--- src/rtl/lcd_timing_pkg.sv ---
// Shared constants, state encoding and helpers for the LCD timing generator.
package lcd_timing_pkg;

  // Minimum result of 1 keeps degenerate counters at a legal width.
  function automatic int unsigned clog2(input int unsigned value);
    int unsigned width;
    width = 1;
    while ((32'd1 << width) < value) width++;
    return width;
  endfunction

  localparam int unsigned DEF_H_ACTIVE = 640;
  localparam int unsigned DEF_H_FP     = 16;
  localparam int unsigned DEF_H_SYNC   = 96;
  localparam int unsigned DEF_H_BP     = 48;
  localparam int unsigned DEF_V_ACTIVE = 480;
  localparam int unsigned DEF_V_FP     = 10;
  localparam int unsigned DEF_V_SYNC   = 2;
  localparam int unsigned DEF_V_BP     = 33;

  typedef enum logic {
    StIdle = 1'b0,
    StRun  = 1'b1
  } state_e;

  localparam bit POL_LOW  = 1'b0;
  localparam bit POL_HIGH = 1'b1;

endpackage

--- src/rtl/lcd_delay_line.sv ---
// Fixed-depth shift register for panel-side signals; DEPTH=0 degenerates to a wire.
module lcd_delay_line #(
  parameter int unsigned     WIDTH     = 1,
  parameter int unsigned     DEPTH     = 1,
  parameter logic [WIDTH-1:0] RESET_VAL = '0
) (
  input  logic             clk,
  input  logic             rst,
  input  logic [WIDTH-1:0] din,
  output logic [WIDTH-1:0] dout
);

  if (DEPTH == 0) begin : g_pass
    logic unused_clk_rst;
    assign unused_clk_rst = clk ^ rst;
    assign dout = din;
  end else begin : g_shift
    logic [WIDTH-1:0] stage_q [DEPTH];

    always_ff @(posedge clk) begin
      if (rst) begin
        for (int i = 0; i < int'(DEPTH); i++) stage_q[i] <= RESET_VAL;
      end else begin
        stage_q[0] <= din;
        for (int i = 1; i < int'(DEPTH); i++) stage_q[i] <= stage_q[i-1];
      end
    end

    assign dout = stage_q[DEPTH-1];
  end

endmodule

--- src/rtl/lcd_timing_gen.sv ---
// DE-mode LCD timing generator: frame-gated h/v counters, undelayed fetch strobe and
// pipeline-aligned DE/HSYNC/VSYNC for the panel.
module lcd_timing_gen
  import lcd_timing_pkg::*;
#(
  parameter int unsigned H_ACTIVE   = DEF_H_ACTIVE,
  parameter int unsigned H_FP       = DEF_H_FP,
  parameter int unsigned H_SYNC     = DEF_H_SYNC,
  parameter int unsigned H_BP       = DEF_H_BP,
  parameter int unsigned V_ACTIVE   = DEF_V_ACTIVE,
  parameter int unsigned V_FP       = DEF_V_FP,
  parameter int unsigned V_SYNC     = DEF_V_SYNC,
  parameter int unsigned V_BP       = DEF_V_BP,
  parameter bit          HS_POL     = POL_LOW,
  parameter bit          VS_POL     = POL_LOW,
  parameter int unsigned PIPE_DEPTH = 3,
  localparam int unsigned H_TOTAL   = H_ACTIVE + H_FP + H_SYNC + H_BP,
  localparam int unsigned V_TOTAL   = V_ACTIVE + V_FP + V_SYNC + V_BP,
  localparam int unsigned HW        = clog2(H_TOTAL),
  localparam int unsigned VW        = clog2(V_TOTAL)
) (
  input  logic          pixel_clk,
  input  logic          rst,
  input  logic          enable,
  output logic [HW-1:0] h_cnt,
  output logic [VW-1:0] v_cnt,
  output logic          active,
  output logic          line_start,
  output logic          frame_start,
  output logic          running,
  output logic [7:0]    frame_cnt,
  output logic          de,
  output logic          hsync,
  output logic          vsync
);

  if (H_SYNC == 0 || V_SYNC == 0 || H_ACTIVE == 0 || V_ACTIVE == 0) begin : g_bad_param
    $error("lcd_timing_gen: H_SYNC, V_SYNC, H_ACTIVE and V_ACTIVE must all be nonzero");
  end

  state_e        state_q, state_d;
  logic [HW-1:0] h_q, h_d;
  logic [VW-1:0] v_q, v_d;
  logic [7:0]    frame_cnt_q, frame_cnt_d;
  logic [31:0]   h_ext, v_ext;
  logic          hs_raw, vs_raw, hs_lvl, vs_lvl;
  logic [2:0]    panel;

  assign h_ext = 32'(h_q);
  assign v_ext = 32'(v_q);

  // enable is only consulted in IDLE and on the last cycle of a frame.
  always_comb begin
    state_d     = state_q;
    h_d         = h_q;
    v_d         = v_q;
    frame_cnt_d = frame_cnt_q;
    unique case (state_q)
      StIdle: begin
        h_d = '0;
        v_d = '0;
        if (enable) state_d = StRun;
      end
      StRun: begin
        if (h_ext == H_TOTAL - 1) begin
          h_d = '0;
          if (v_ext == V_TOTAL - 1) begin
            v_d         = '0;
            frame_cnt_d = frame_cnt_q + 8'd1;
            if (!enable) state_d = StIdle;
          end else begin
            v_d = v_q + VW'(1);
          end
        end else begin
          h_d = h_q + HW'(1);
        end
      end
      default: state_d = StIdle;
    endcase
  end

  always_ff @(posedge pixel_clk) begin
    if (rst) begin
      state_q     <= StIdle;
      h_q         <= '0;
      v_q         <= '0;
      frame_cnt_q <= '0;
    end else begin
      state_q     <= state_d;
      h_q         <= h_d;
      v_q         <= v_d;
      frame_cnt_q <= frame_cnt_d;
    end
  end

  assign running     = (state_q == StRun);
  assign h_cnt       = h_q;
  assign v_cnt       = v_q;
  assign frame_cnt   = frame_cnt_q;
  assign active      = running && (h_ext < H_ACTIVE) && (v_ext < V_ACTIVE);
  assign line_start  = running && (h_q == '0);
  assign frame_start = line_start && (v_q == '0);

  assign hs_raw = running && (h_ext >= H_ACTIVE + H_FP) && (h_ext < H_ACTIVE + H_FP + H_SYNC);
  assign vs_raw = running && (v_ext >= V_ACTIVE + V_FP) && (v_ext < V_ACTIVE + V_FP + V_SYNC);
  assign hs_lvl = hs_raw ? HS_POL : ~HS_POL;
  assign vs_lvl = vs_raw ? VS_POL : ~VS_POL;

  // Stages reset to idle levels so a reset never leaves a stale pulse in flight.
  lcd_delay_line #(
    .WIDTH    (3),
    .DEPTH    (PIPE_DEPTH),
    .RESET_VAL({1'b0, ~HS_POL, ~VS_POL})
  ) u_panel_dly (
    .clk (pixel_clk),
    .rst (rst),
    .din ({active, hs_lvl, vs_lvl}),
    .dout(panel)
  );

  assign de    = panel[2];
  assign hsync = panel[1];
  assign vsync = panel[0];

endmodule
--- config.mk ---
export PLATFORM = sky130hd
export DESIGN_NAME = lcd_timing_gen
export DESIGN_NICKNAME = d
export VERILOG_FILES = /design/src/rtl/lcd_timing_pkg.sv /design/src/rtl/lcd_delay_line.sv /design/src/rtl/lcd_timing_gen.sv
export SDC_FILE = /design/constraint.sdc
export NUM_CORES = 1
export LEC_CHECK = 0
export CAP_MARGIN = 20
export CORE_UTILIZATION = 33
export DETAILED_ROUTE_END_ITERATION = 16
export SYNTH_ARGS = -nofsm -noshare
export SYNTH_HDL_FRONTEND = slang
export SYNTH_SLANG_ARGS = --single-unit
--- constraint.sdc ---
create_clock -name pixel_clk -period 2.6 [get_ports pixel_clk]
set_clock_uncertainty 0.15 [all_clocks]
set_input_delay 0.65 -clock pixel_clk [delete_from_list [all_inputs] [get_ports pixel_clk]]
set_output_delay 0.65 -clock pixel_clk [all_outputs]
set_load 0.1 [all_outputs]
==> flow_metrics.tcl <==
set metrics [dict create \
    status "finished clean" \
    dieHeight_um 76.4 \
    power_frac_seq_pct 53.2 \
    wl_mm 4.19 \
    globalRouteMet2Util_pct 23.2 \
    synth.area.top_cells "dfxtp_1 42%, nand3_1 6.3%, nand2_1 3.9%" \
    grt_max_degree 20 \
    grt_setup_unrepaired "yes" \
    antenna_left 0 \
    dieArea_mm2 0.00583 \
    antenna_found_initial 0 \
    ys_ff_latch 38 \
    cpMaxStageDelayCell "or4_4" \
    wl_per_cell_um 13.0 \
    initial_core_util_pct 35.1 \
    whs_path_depth 1 \
    hpwlAfterDp_mm 2.89 \
    path_cells "or4_4 > nor4_4 > and4bb_4 > buf_12" \
    p_sw_share_pct 25.0 \
    peakVddDrop_mv 0.216 \
    slew_viol_final 0 \
    track_usage_pct 15.3 \
    synth-edff-count 0 \
    startpoint_type "flip-flop" \
    hold_buffers 0 \
    num_vias 1585 \
    maxCapViolCount 0 \
    nets 259 \
    dr.first_iter.drc_count 51 \
    endpoint_kind "output pin" \
    num_antenna_cells 0 \
    vias_per_cell 4.92 \
    met3_usage_pct 4.07 \
    cp_data_arrival_time_ps 1780 \
    final_core_util_pct 45.9 \
    place_congestion 0.795 \
    area_growth_pct 30.9 \
    yosysWarningCount 0 \
    ys_seq_area_share_pct 41.7 \
    crit_type "flip-flop to output pin" \
    synth_ff_type "dfxtp_1" \
    cts.htree.levels 2 \
    p_leak_uw 0.000901 \
    yosysTopAreaCell "dfxtp_1" \
    num_io_pins 38 \
    busiest_layer "met2" \
    hold_viol 0 \
    clock_sinks 38 \
    clk_latency_ps 290 \
    max_slew.worst_pin.slew_ps 352 \
    drive_gt1_share_pct 29.8 \
    internal_power_uw 829 \
    cts.clk_slew.worst_paths_ps 70 \
    r2r-end "frame_cnt[4]$_SDFFE_PP0P_" \
    worst-path-max-fanout 2 \
    timing.rr.start "v_cnt[0]$_SDFFE_PP0P_" \
    clkPwrFrac_pct 37.8 \
    yosys.area.top_type_share_pct 41.7 \
    reg2regPathDepth 8 \
    async_reset_ff_share_pct 0 \
    setup_viol_count_final 0 \
    grt_pass1_vias 1468 \
    fill_cells 528 \
    fp.coreArea_mm2 0.00520 \
    whs_ps 259 \
    grt-ovfl-total 0 \
    rows 26 \
    holdPathEnd "u_panel_dly.g_shift.stage_q[0][7]$_SDFF_PP1_" \
    netlist_area_mm2 0.00183 \
    post-route-min-period_ps 2580 \
    hold_path.class "flip-flop to flip-flop" \
    required_ps 1800 \
    cts_buffer_depth 2 \
    root_buffer "clkbuf_8" \
    met1_usage_pct 20.9 \
    fmax_mhz 387 \
    power.density_mw_per_mm2 463 \
    p_comb_share_pct 9.0 \
    synth.distinct_cells 38 \
    die_w_um 76.4 \
    fin_crit_sh_pct 99.3 \
    drt_pass1_iterations 4 \
    syn_nets 217 \
    cts_buffers 5 \
    max_stage_delay_ps 530 \
    cts_resized 0 \
    synthCells 209 \
    synth_common_cells "38 x dfxtp_1, 23 x nand3_1, 19 x nand2_1" \
    route.detailed.drc 0 \
    min_from "u_panel_dly.g_shift.stage_q[0][4]$_SDFF_PP1_" \
    avgSynthCellArea_um2 8.73 \
    cts_tree "yes" \
    slew_headroom_pct 76.5 \
    yosysMostFrequentCell "dfxtp_1" \
    portBuffers 37 \
    p_switching_uw 276 \
    r2r_slack_ps 390 \
    grt_pass1_wl_mm 7.17 \
]
area by class of cell:
class                           instances  area (µm²)  area share, %
Multi-Input combinational cell        151        1010           42.1
Clock buffer                            7        86.3           3.61
Sequential cell                        38         786           32.9
Tap cell                               70        87.6           3.66
Clock inverter                          1        5.00          0.209
Timing Repair Buffer                   45         380           15.9
Inverter                               10        37.5           1.57
placed cells by master (no fill, tap or decap), types with 3 or more instances in the layout:
cell      count
nor2_1       14
nand3_1      23
buf_12        3
buf_4        40
o21ai_0       7
o41ai_1       4
clkbuf_8      6
inv_1        10
or3_1         3
nand2_1      19
dfxtp_1      24
or2_2         4
dfxtp_4       3
and4_1        5
nand3b_1      3
nand4_1       7
a21oi_1       9
or4b_1        3
or4_1         3
ha_1          5
nor2b_1       4
xor2_1        5
xnor2_1       6
o31ai_1       3
dfxtp_2      11
nor3_1        4
worst max-delay path by stage:
stage | start | endpoint | slack [ps]
detailed placement | h_cnt[2]$_SDFF_PP0_ | frame_start | 200
floorplan | h_cnt[2]$_SDFF_PP0_ | frame_start | -920
global placement | h_cnt[2]$_SDFF_PP0_ | frame_start | 190
global route | h_cnt[2]$_SDFF_PP0_ | frame_start | -60
CTS | h_cnt[2]$_SDFF_PP0_ | frame_start | -20
finish | h_cnt[2]$_SDFF_PP0_ | frame_start | 20
cells by family (layout without fill, tap and decap cells):
kind of cell | count (synthesis) | in the layout | share of synthesized area, %
adders and majority gates | 5 | 5 | 3.43
AOI/OAI and AO/OA | 25 | 25 | 8.36
DFF | 38 | 38 | 41.7
and+or+nand+nor | 110 | 110 | 36.3
xor gates and xnor gates | 11 | 11 | 5.28
buffers and inverters | 20 | 63 | 5.00
critical path, delay by kind of cell, from the launching register on:
kind                   cells  cell delay [ps]
buffers and inverters      1              170
AND/OR/NAND/NOR            3              980
flip-flops                 1              340
flip-flops by register name, summed over array words and instances (netlist names):
name and flops:
h_cnt 10, v_cnt 10, u_panel_dly.g_shift.stage_q 9, frame_cnt 8, running 1
metrics by stage:
stage / power (µW) / area (µm²) / setup TNS [ps] / std cells / setup slack (ps)
6_report: 1110 / 2390 / 0 / 322 / 17.4
5_1_grt: 1160 / 2390 / -59.5 / 322 / -59.5
4_1_cts: 1130 / 2390 / -17.9 / 322 / -17.9
3_5_place_dp: 701 / 2280 / 0 / 311 / 203
3_3_place_gp: 701 / 2280 / 0 / 311 / 195
2_1_floorplan: 667 / 1880 / -1220 / 209 / -917
power groups by stage:
stage / logic (µW) / clock network, µW / registers [µW]
CTS: 103 / 437 / 588
floorplan: 47.2 / 0 / 619
global route: 105 / 468 / 588
detailed placement: 100 / 0 / 601
global placement: 99.9 / 0 / 601
finish: 99.8 / 418 / 588
metal layers:
metal | vias to the layer above | wire length (µm)
li1 | 840 | -
met1 | 703 | 2090
met2 | 36 | 1850
met3 | 6 | 188
met4 | 0 | 59
met5 | - | 0
repair_timing:
action / 4_1_cts / 5_1_grt
pin swaps: 2 / 1
endpoints found under the setup margin: 2 / 2
buffers inserted: 3 / 1
Power figures use the tool's default switching activity.
